File: config.mk
export PLATFORM = sky130hd
export DESIGN_NAME = sprite_draw_controller
export DESIGN_NICKNAME = d
export VERILOG_FILES = /design/src/rtl/sprite_draw_controller.sv
export SDC_FILE = /design/constraint.sdc
export NUM_CORES = 1
export LEC_CHECK = 0
export CAP_MARGIN = 20
export CORE_MARGIN = 4
export CORE_UTILIZATION = 42
export DETAILED_ROUTE_END_ITERATION = 8
export SLEW_MARGIN = 10
export SYNTH_ARGS = -nofsm -noshare
export SYNTH_HDL_FRONTEND = slang
export SYNTH_SLANG_ARGS = --single-unit
export TNS_END_PERCENT = 20
File: constraint.sdc
create_clock -name clk -period 10 [get_ports clk]
set_input_delay 2.5 -clock clk [delete_from_list [all_inputs] [get_ports clk]]
set_output_delay 2.5 -clock clk [all_outputs]
set_load 0.05 [all_outputs]
File: src/rtl/sprite_draw_controller.sv
// Redraw sequencer: waits for a pacing tick, clears the frame buffer, then copies a sprite.
// Define SPRITE_TRANSPARENT_EN to suppress writes of TRANSPARENT_COLOUR sprite pixels.
module sprite_draw_controller #(
  parameter int unsigned SCREEN_W           = 160,
  parameter int unsigned SCREEN_H           = 120,
  parameter int unsigned SPRITE_W           = 40,
  parameter int unsigned SPRITE_H           = 40,
  parameter logic [2:0]  TRANSPARENT_COLOUR = 3'b000
) (
  input  logic        clk,
  input  logic        spriteDrawControlReset,
  input  logic        start,
  input  logic        tick,
  input  logic [7:0]  spriteX,
  input  logic [6:0]  spriteY,
  input  logic [2:0]  bgColour,
  input  logic [2:0]  spritePixel,
  output logic [14:0] screenAddr,
  output logic [10:0] spriteAddr,
  output logic        writeEn,
  output logic [2:0]  colourOut,
  output logic        busy,
  output logic        done
);

`ifdef SPRITE_TRANSPARENT_EN
  localparam bit TransparentEn = 1'b1;
`else
  localparam bit TransparentEn = 1'b0;
`endif

  localparam logic [7:0]  MaxX     = 8'(SCREEN_W - SPRITE_W);
  localparam logic [6:0]  MaxY     = 7'(SCREEN_H - SPRITE_H);
  localparam logic [14:0] LastAddr = 15'(SCREEN_W * SCREEN_H - 1);
  localparam logic [5:0]  LastCol  = 6'(SPRITE_W - 1);
  localparam logic [5:0]  LastRow  = 6'(SPRITE_H - 1);

  typedef enum logic [2:0] {StIdle, StWaitTick, StClear, StSprite, StFlush} state_e;

  state_e      state_q, state_d;
  logic [7:0]  x_q;
  logic [6:0]  y_q;
  logic [2:0]  bg_q;
  logic [14:0] cnt_q;
  logic [5:0]  col_q, row_q;
  logic [5:0]  col_dly_q, row_dly_q;
  logic        wr_vld_q;

  logic [14:0] wr_y, wr_x, sprite_wr_addr;
  logic        key_hit;

  always_ff @(posedge clk or posedge spriteDrawControlReset) begin
    if (spriteDrawControlReset) begin
      state_q <= StIdle;
    end else begin
      state_q <= state_d;
    end
  end

  always_comb begin
    state_d = state_q;
    case (state_q)
      StIdle:     if (start) state_d = StWaitTick;
      StWaitTick: if (tick) state_d = StClear;
      StClear:    if (cnt_q == LastAddr) state_d = StSprite;
      StSprite:   if (col_q == LastCol && row_q == LastRow) state_d = StFlush;
      StFlush:    state_d = StIdle;
      default:    state_d = StIdle;
    endcase
  end

  always_ff @(posedge clk or posedge spriteDrawControlReset) begin
    if (spriteDrawControlReset) begin
      x_q       <= '0;
      y_q       <= '0;
      bg_q      <= '0;
      cnt_q     <= '0;
      col_q     <= '0;
      row_q     <= '0;
      col_dly_q <= '0;
      row_dly_q <= '0;
      wr_vld_q  <= 1'b0;
    end else begin
      case (state_q)
        StIdle: begin
          if (start) begin
            // Clamp so the sprite always lies fully on screen; no address can wrap.
            x_q  <= (spriteX > MaxX) ? MaxX : spriteX;
            y_q  <= (spriteY > MaxY) ? MaxY : spriteY;
            bg_q <= bgColour;
          end
        end
        StWaitTick: if (tick) cnt_q <= '0;
        StClear: begin
          cnt_q    <= cnt_q + 15'd1;
          col_q    <= '0;
          row_q    <= '0;
          wr_vld_q <= 1'b0;
        end
        StSprite: begin
          // Write stage trails the ROM address by one cycle to match ROM latency.
          col_dly_q <= col_q;
          row_dly_q <= row_q;
          wr_vld_q  <= 1'b1;
          if (col_q == LastCol) begin
            col_q <= '0;
            row_q <= (row_q == LastRow) ? '0 : row_q + 6'd1;
          end else begin
            col_q <= col_q + 6'd1;
          end
        end
        StFlush: wr_vld_q <= 1'b0;
        default: ;
      endcase
    end
  end

  always_comb begin
    wr_y           = 15'(y_q) + 15'(row_dly_q);
    wr_x           = 15'(x_q) + 15'(col_dly_q);
    sprite_wr_addr = wr_y * 15'(SCREEN_W) + wr_x;
    key_hit        = TransparentEn && (spritePixel == TRANSPARENT_COLOUR);
    spriteAddr     = 11'(row_q) * 11'(SPRITE_W) + 11'(col_q);

    screenAddr = '0;
    writeEn    = 1'b0;
    colourOut  = '0;
    busy       = (state_q != StIdle);
    done       = 1'b0;
    case (state_q)
      StClear: begin
        writeEn    = 1'b1;
        screenAddr = cnt_q;
        colourOut  = bg_q;
      end
      StSprite: begin
        writeEn    = wr_vld_q & ~key_hit;
        screenAddr = sprite_wr_addr;
        colourOut  = spritePixel;
      end
      StFlush: begin
        writeEn    = ~key_hit;
        screenAddr = sprite_wr_addr;
        colourOut  = spritePixel;
        done       = 1'b1;
      end
      default: ;
    endcase
  end

endmodule
# Yosys cells after proc, flatten, opt, wreduce, memory -nomap -nowiden
# Index checks and enable logic that the tools add are counted.
# op_classes
add_sub_neg,7
mul,2
n_lt_le_gt_ge,2
eq_ne,12
muxes,19
reduce_logical,12
# ops
operator,count
$pmux W15 S2,2
$pmux W6 S2,2
$mux W6,3
$add A15 B1 Y15 const B,1
$add A15 B9 Y15,1
$eq A15 B15 Y1 const B,1
$mux W15,1
$add A6 B1 Y6 const B,2
$eq A6 B6 Y1 const B,2
$mux W3,4
$pmux W3 S4,1
$add A11 B6 Y11,1
$mul A8 B3 Y10 const B,1
$ne A2 B2 Y1 const B,5
$add A8 B6 Y9,1
$add A7 B6 Y8,1
$gt A8 B7 Y1 const B,1
$mul A6 B3 Y8 const B,1
$mux W8,1
$gt A7 B7 Y1 const B,1
$mux W7,1
$eq A3 B2 Y1 const B,2
$pmux W3 S2,1
$reduce_and A2 Y1,3
other kinds (10),14
# totals
reg_bits,61
output_inout_bits,32
wordCells,64

# Longest topological paths before layout
# logic_depth
word_depth,4
mapped_depth,14
depth_no_buf,14

# Worst setup path before layout
# Ideal clock, no wire load.
# synth_timing
path_kind,register to output
startpoint,register y_q[0]
endpoint,output screenAddr[13]
t_arrival_ps,4529
setup_slack_ps,2971
stages_incl_launch_ff,15
n_path_buf,1
cell_sequence,dfrtp_1 -> ha_1 -> fa_1 -> a211oi_1 -> nor3_1 -> or3b_1 -> buf_2 -> xor2_1 -> ha_1 -> o21a_1 -> a2111oi_0 -> nand3b_1 -> xnor2_1 -> and3b_1 -> o31ai_1
# synth_between
elab_chain_cells,4
# synth_rtl
element,line,source
from (decl),42,logic [6:0] y_q;
from (signal assigned),89,y_q <= (spriteY > MaxY) ? MaxY : spriteY;
$add A7 B6 Y8,119,wr_y = 15'(y_q) + 15'(row_dly_q);
$mul A8 B3 Y10,121,sprite_wr_addr = wr_y * 15'(SCREEN_W) + wr_x;
$add A15 B9 Y15,121,
$pmux W15 S2,130,case (state_q)
to (decl),18,"output logic [14:0] screenAddr,"
# Every way passes these cells.

# Final worst setup path
# Same ends and word-level chain as after synthesis.

==> flow_summary.ini <==
[synthesis]
seq_area_frac_synth_pct = 33.8
yosys_warnings = 0
postSynthCellCount = 517
dominantRegCellSynth = sky130_fd_sc_hd__dfrtp_1
post_synth_num_cell_types = 51
syn_area_per_cell_um2 = 8.73
post_synth_instance_area_mm2 = 0.00451
synth_enable_flop_cells = 0
postSynthNetCount = 593
synthArstFlopShare_pct = 100
ys_seq_elements = 61

[clock_network]
cts-resized-gates = 0
count_of_buffers_added_by_post_cts_timing_repair_for_setup = 0
max-clock-path-buffers = 2
cts.sink_count = 61
cts-root-buf = sky130_fd_sc_hd__clkbuf_8
cts_hold_repair.buffers = 0
clock_tree_from_tritoncts = done
path_clk_slew_ns = 0.07
clk_latency_ns = 0.33
cts_made_buffers = 9
cts_max_level = 3

[timing]
timing_hold_violations_final = 0
final_period_minus_worst_setup_slack_ns = 7.62
slew_headroom_pct = 45.5
clock.fmax_mhz = 131
final_min_period_over_clock_period_pct = 76.2
clock-skew-final_ns = 0.0107
final.setup.tns_ns = 0
drv_slew = 0
rsz0062_at_grt = no
timing.hold.ws_ns = 0.481
max_slew.worst_pin.slew_ns = 0.815
timing.final.setup_violations = 0

[routing]
initialDrtViolationCount = 204
wl_met1_um = 5350
met3RoutedLength_um = 346
drt_drc_violations_left = 0
top_routing_layer_in_use = met4
routed_wl_um = 11000
route.vias.total = 3893
routed-wl-met2_um = 5180
ratio_of_routed_vias_to_standard_cells = 5.50
drtPass1Iterations = 4
detail_route.wl_per_cell_um = 15.5
postRouteAntennaNets = 0

[job]
max_cap_viol_count = 0

[critical_path]
r2r.worst_path.cells = 4
regToRegStartpoint = state_q[1]
r2r_slack_ns = 7.56
startpoint_type_of_the_worst_setup_path = flip-flop
worst-endpoint-required_ns = 7.50
worst_r2r_endpoint = y_q[4]
critical_path_arrival_ns = 5.12
timing_worst_setup_path_type = reg2out
cp-end-kind = primary output
cp_max_fo = 5

[min_path]
hold_path.startpoint = row_dly_q[0]
min_path_type = reg2reg
hold_path_depth = 2
holdPathEnd = row_dly_q[0]

[power_and_ir_drop]
leakagePower_nw = 2.47
power_dens_cells_mw_per_mm2 = 315
p_switching_w = 0.000842
peakVddDrop_mv = 0.144
sw_frac_of_total_pct = 49.6
clockPowerShare_pct = 13.1
p_comb_share_pct = 64.8
p_int_w = 0.000854
pwr-share-seq_pct = 22.0

[floorplanning]
num_io_pins = 57
initial_core_util_pct = 43.3
floorplan.die.width_um = 112
rows = 37
die_area_mm2 = 0.0125
core_area_mm2 = 0.0104
dieHeight_um = 112

[outcome]
run_status = completed

[final_layout]
total_inserted_antenna_cells = 0
post_route_cells_drive_above_1_share_pct = 4.72
finalNetCount = 644
syn2layout_area_growth_pct = 19.3

[global_routing]
grt.total_usage_pct = 18.7
grt_first_pass_wirelength_um = 19300
grt.overflow.total = 0
grt_antenna_before_repair = 0
grt_pass1_vias = 3953
grt_start_max_net_pins = 62

[placement]
detailed_place_hpwl_um = 8460
portBuffers = 56
place_congestion = 0.839
==> sequential cells by signal, summed over array words and instances (netlist names) <==
register and count:
cnt_q 15, x_q 8, y_q 7, col_dly_q 6, col_q 6, row_dly_q 6, row_q 6, bg_q 3
state_q 3, wr_vld_q 1
==> area by class of cell <==
cell class                      count  area (µm²)
Tap cell                          136         170
Fill cell                        1002        5030
Timing Repair Buffer               59         583
Sequential cell                    61        1530
Inverter                           29         109
Clock buffer                       11         151
Clock inverter                      4        47.5
Multi-Input combinational cell    408        2800
==> worst max-delay path: stages (launching register included) <==
cell and delay [ns]:
sky130_fd_sc_hd__dfrtp_1 0.38, sky130_fd_sc_hd__ha_1 0.24, sky130_fd_sc_hd__fa_1 0.43, sky130_fd_sc_hd__a211oi_1 0.36, sky130_fd_sc_hd__nor3_1 0.10, sky130_fd_sc_hd__or3b_1 0.47, sky130_fd_sc_hd__xor2_1 0.21, sky130_fd_sc_hd__ha_1 0.37
sky130_fd_sc_hd__o21a_1 0.14, sky130_fd_sc_hd__a2111oi_0 0.42, sky130_fd_sc_hd__nand3b_1 0.18, sky130_fd_sc_hd__xnor2_1 0.19, sky130_fd_sc_hd__and3b_1 0.22, sky130_fd_sc_hd__o31ai_1 0.22, sky130_fd_sc_hd__clkdlybuf4s50_1 0.84
==> power by group through the flow <==
stage	clock network, W	registers (W)	logic [W]
2_1_floorplan	0	0.000350	0.000844
3_3_place_gp	0	0.000375	0.00109
3_5_place_dp	0	0.000378	0.00110
4_1_cts	0.000230	0.000374	0.00111
5_1_grt	0.000241	0.000385	0.00123
6_report	0.000223	0.000374	0.00110
==> layout by cell type, fill, tap and decap left out, types with 3 or more instances in the layout <==
cell                               n
sky130_fd_sc_hd__ha_1             45
sky130_fd_sc_hd__and3_1            7
sky130_fd_sc_hd__clkbuf_8         11
sky130_fd_sc_hd__nor2_1           25
sky130_fd_sc_hd__nor3b_1           3
sky130_fd_sc_hd__nor2b_1           4
sky130_fd_sc_hd__a22o_1           16
sky130_fd_sc_hd__a31oi_1           4
sky130_fd_sc_hd__nand2b_1         11
sky130_fd_sc_hd__buf_4             3
sky130_fd_sc_hd__nand3b_1          3
sky130_fd_sc_hd__o21a_1            5
sky130_fd_sc_hd__nand3_1          14
sky130_fd_sc_hd__fa_1              6
sky130_fd_sc_hd__o31ai_1           8
sky130_fd_sc_hd__mux2_2            4
sky130_fd_sc_hd__a21oi_1          19
sky130_fd_sc_hd__dfrtp_1          61
sky130_fd_sc_hd__a21o_1            9
sky130_fd_sc_hd__xnor2_1          14
sky130_fd_sc_hd__xor2_1           15
sky130_fd_sc_hd__and2_1            6
sky130_fd_sc_hd__nor3_1            9
sky130_fd_sc_hd__o21ai_0          61
sky130_fd_sc_hd__o21bai_1          5
sky130_fd_sc_hd__a211oi_1          6
sky130_fd_sc_hd__inv_1            28
sky130_fd_sc_hd__nand4_1           7
sky130_fd_sc_hd__clkdlybuf4s50_1  56
sky130_fd_sc_hd__nand2_1          72
sky130_fd_sc_hd__o2111ai_1         3
==> cell usage after synthesis, types with 2 or more instances <==
cell | count | area, µm²
sky130_fd_sc_hd__nor3b_1 | 3 | 22.5
sky130_fd_sc_hd__a211o_1 | 2 | 17.5
sky130_fd_sc_hd__nand4_1 | 7 | 43.8
sky130_fd_sc_hd__o21a_1 | 5 | 37.5
sky130_fd_sc_hd__o21bai_1 | 5 | 37.5
sky130_fd_sc_hd__nor2_1 | 26 | 97.6
sky130_fd_sc_hd__and3_1 | 7 | 43.8
sky130_fd_sc_hd__dfrtp_1 | 61 | 1530
sky130_fd_sc_hd__and2_1 | 6 | 37.5
sky130_fd_sc_hd__ha_1 | 45 | 563
sky130_fd_sc_hd__and4_1 | 2 | 17.5
sky130_fd_sc_hd__a22o_1 | 16 | 140
sky130_fd_sc_hd__o31ai_1 | 8 | 60.1
sky130_fd_sc_hd__o221ai_1 | 2 | 17.5
sky130_fd_sc_hd__nor3_1 | 9 | 45.0
sky130_fd_sc_hd__o21ai_0 | 61 | 305
sky130_fd_sc_hd__nor2b_1 | 4 | 25.0
sky130_fd_sc_hd__nand2b_1 | 11 | 68.8
sky130_fd_sc_hd__a21o_1 | 9 | 67.6
sky130_fd_sc_hd__a211oi_1 | 6 | 45.0
sky130_fd_sc_hd__xnor2_1 | 14 | 123
sky130_fd_sc_hd__a2111oi_0 | 2 | 17.5
sky130_fd_sc_hd__mux2_2 | 4 | 45.0
sky130_fd_sc_hd__nand3_1 | 14 | 70.1
sky130_fd_sc_hd__o2111ai_1 | 3 | 26.3
sky130_fd_sc_hd__clkbuf_1 | 15 | 56.3
sky130_fd_sc_hd__or3b_1 | 2 | 17.5
sky130_fd_sc_hd__nand3b_1 | 3 | 22.5
sky130_fd_sc_hd__or2_2 | 2 | 12.5
sky130_fd_sc_hd__a31oi_1 | 4 | 25.0
sky130_fd_sc_hd__a21oi_1 | 19 | 95.1
sky130_fd_sc_hd__xor2_1 | 15 | 131
sky130_fd_sc_hd__fa_1 | 6 | 120
sky130_fd_sc_hd__nand2_1 | 72 | 270
sky130_fd_sc_hd__inv_1 | 29 | 109
sky130_fd_sc_hd__buf_4 | 3 | 22.5
==> worst max-delay path by stage <==
| stage | start | end | slack (ns) | cells past startpoint |
|---|---|---|---|---|
| global route | y_q[0] | screenAddr[13] | 2.02 | 14 |
| CTS | y_q[0] | screenAddr[13] | 2.37 | 14 |
| global placement | y_q[0] | screenAddr[14] | 2.93 | 14 |
| detailed placement | y_q[0] | screenAddr[13] | 2.76 | 14 |
| floorplan | y_q[0] | screenAddr[13] | 2.97 | 14 |
| finish | y_q[0] | screenAddr[13] | 2.38 | 14 |
==> kinds of logic (layout without fill, tap and decap cells) <==
| group | after synthesis | in the layout | share of synthesized area [%] |
|---|---|---|---|
| simple gates | 172 | 172 | 18.3 |
| compound gates | 151 | 151 | 21.6 |
| flops | 61 | 61 | 33.8 |
| fa+ha+maj | 51 | 51 | 15.1 |
| buf+inv | 48 | 103 | 4.27 |
| xor+xnor | 29 | 29 | 5.63 |
| mux | 5 | 5 | 1.22 |
==> stage by stage <==
step | setup WS, ns | utilization [%] | power, W | instance area [µm²] | instances
global route | 2.02 | 51.7 | 0.00186 | 5380 | 708
detailed placement | 2.76 | 49.7 | 0.00148 | 5180 | 692
finish | 2.38 | 51.7 | 0.00170 | 5380 | 708
CTS | 2.37 | 51.6 | 0.00171 | 5380 | 707
floorplan | 2.97 | - | 0.00119 | 4510 | 517
global placement | 2.93 | 49.7 | 0.00146 | 5180 | 692
==> metal layers <==
layer  vias up  global-route usage, %
li1       1965                      -
met1      1863                   25.5
met2        57                   30.5
met3         8                   3.59
met4         0                   4.87
met5         -                      0
(Power assumes the default switching activity.)
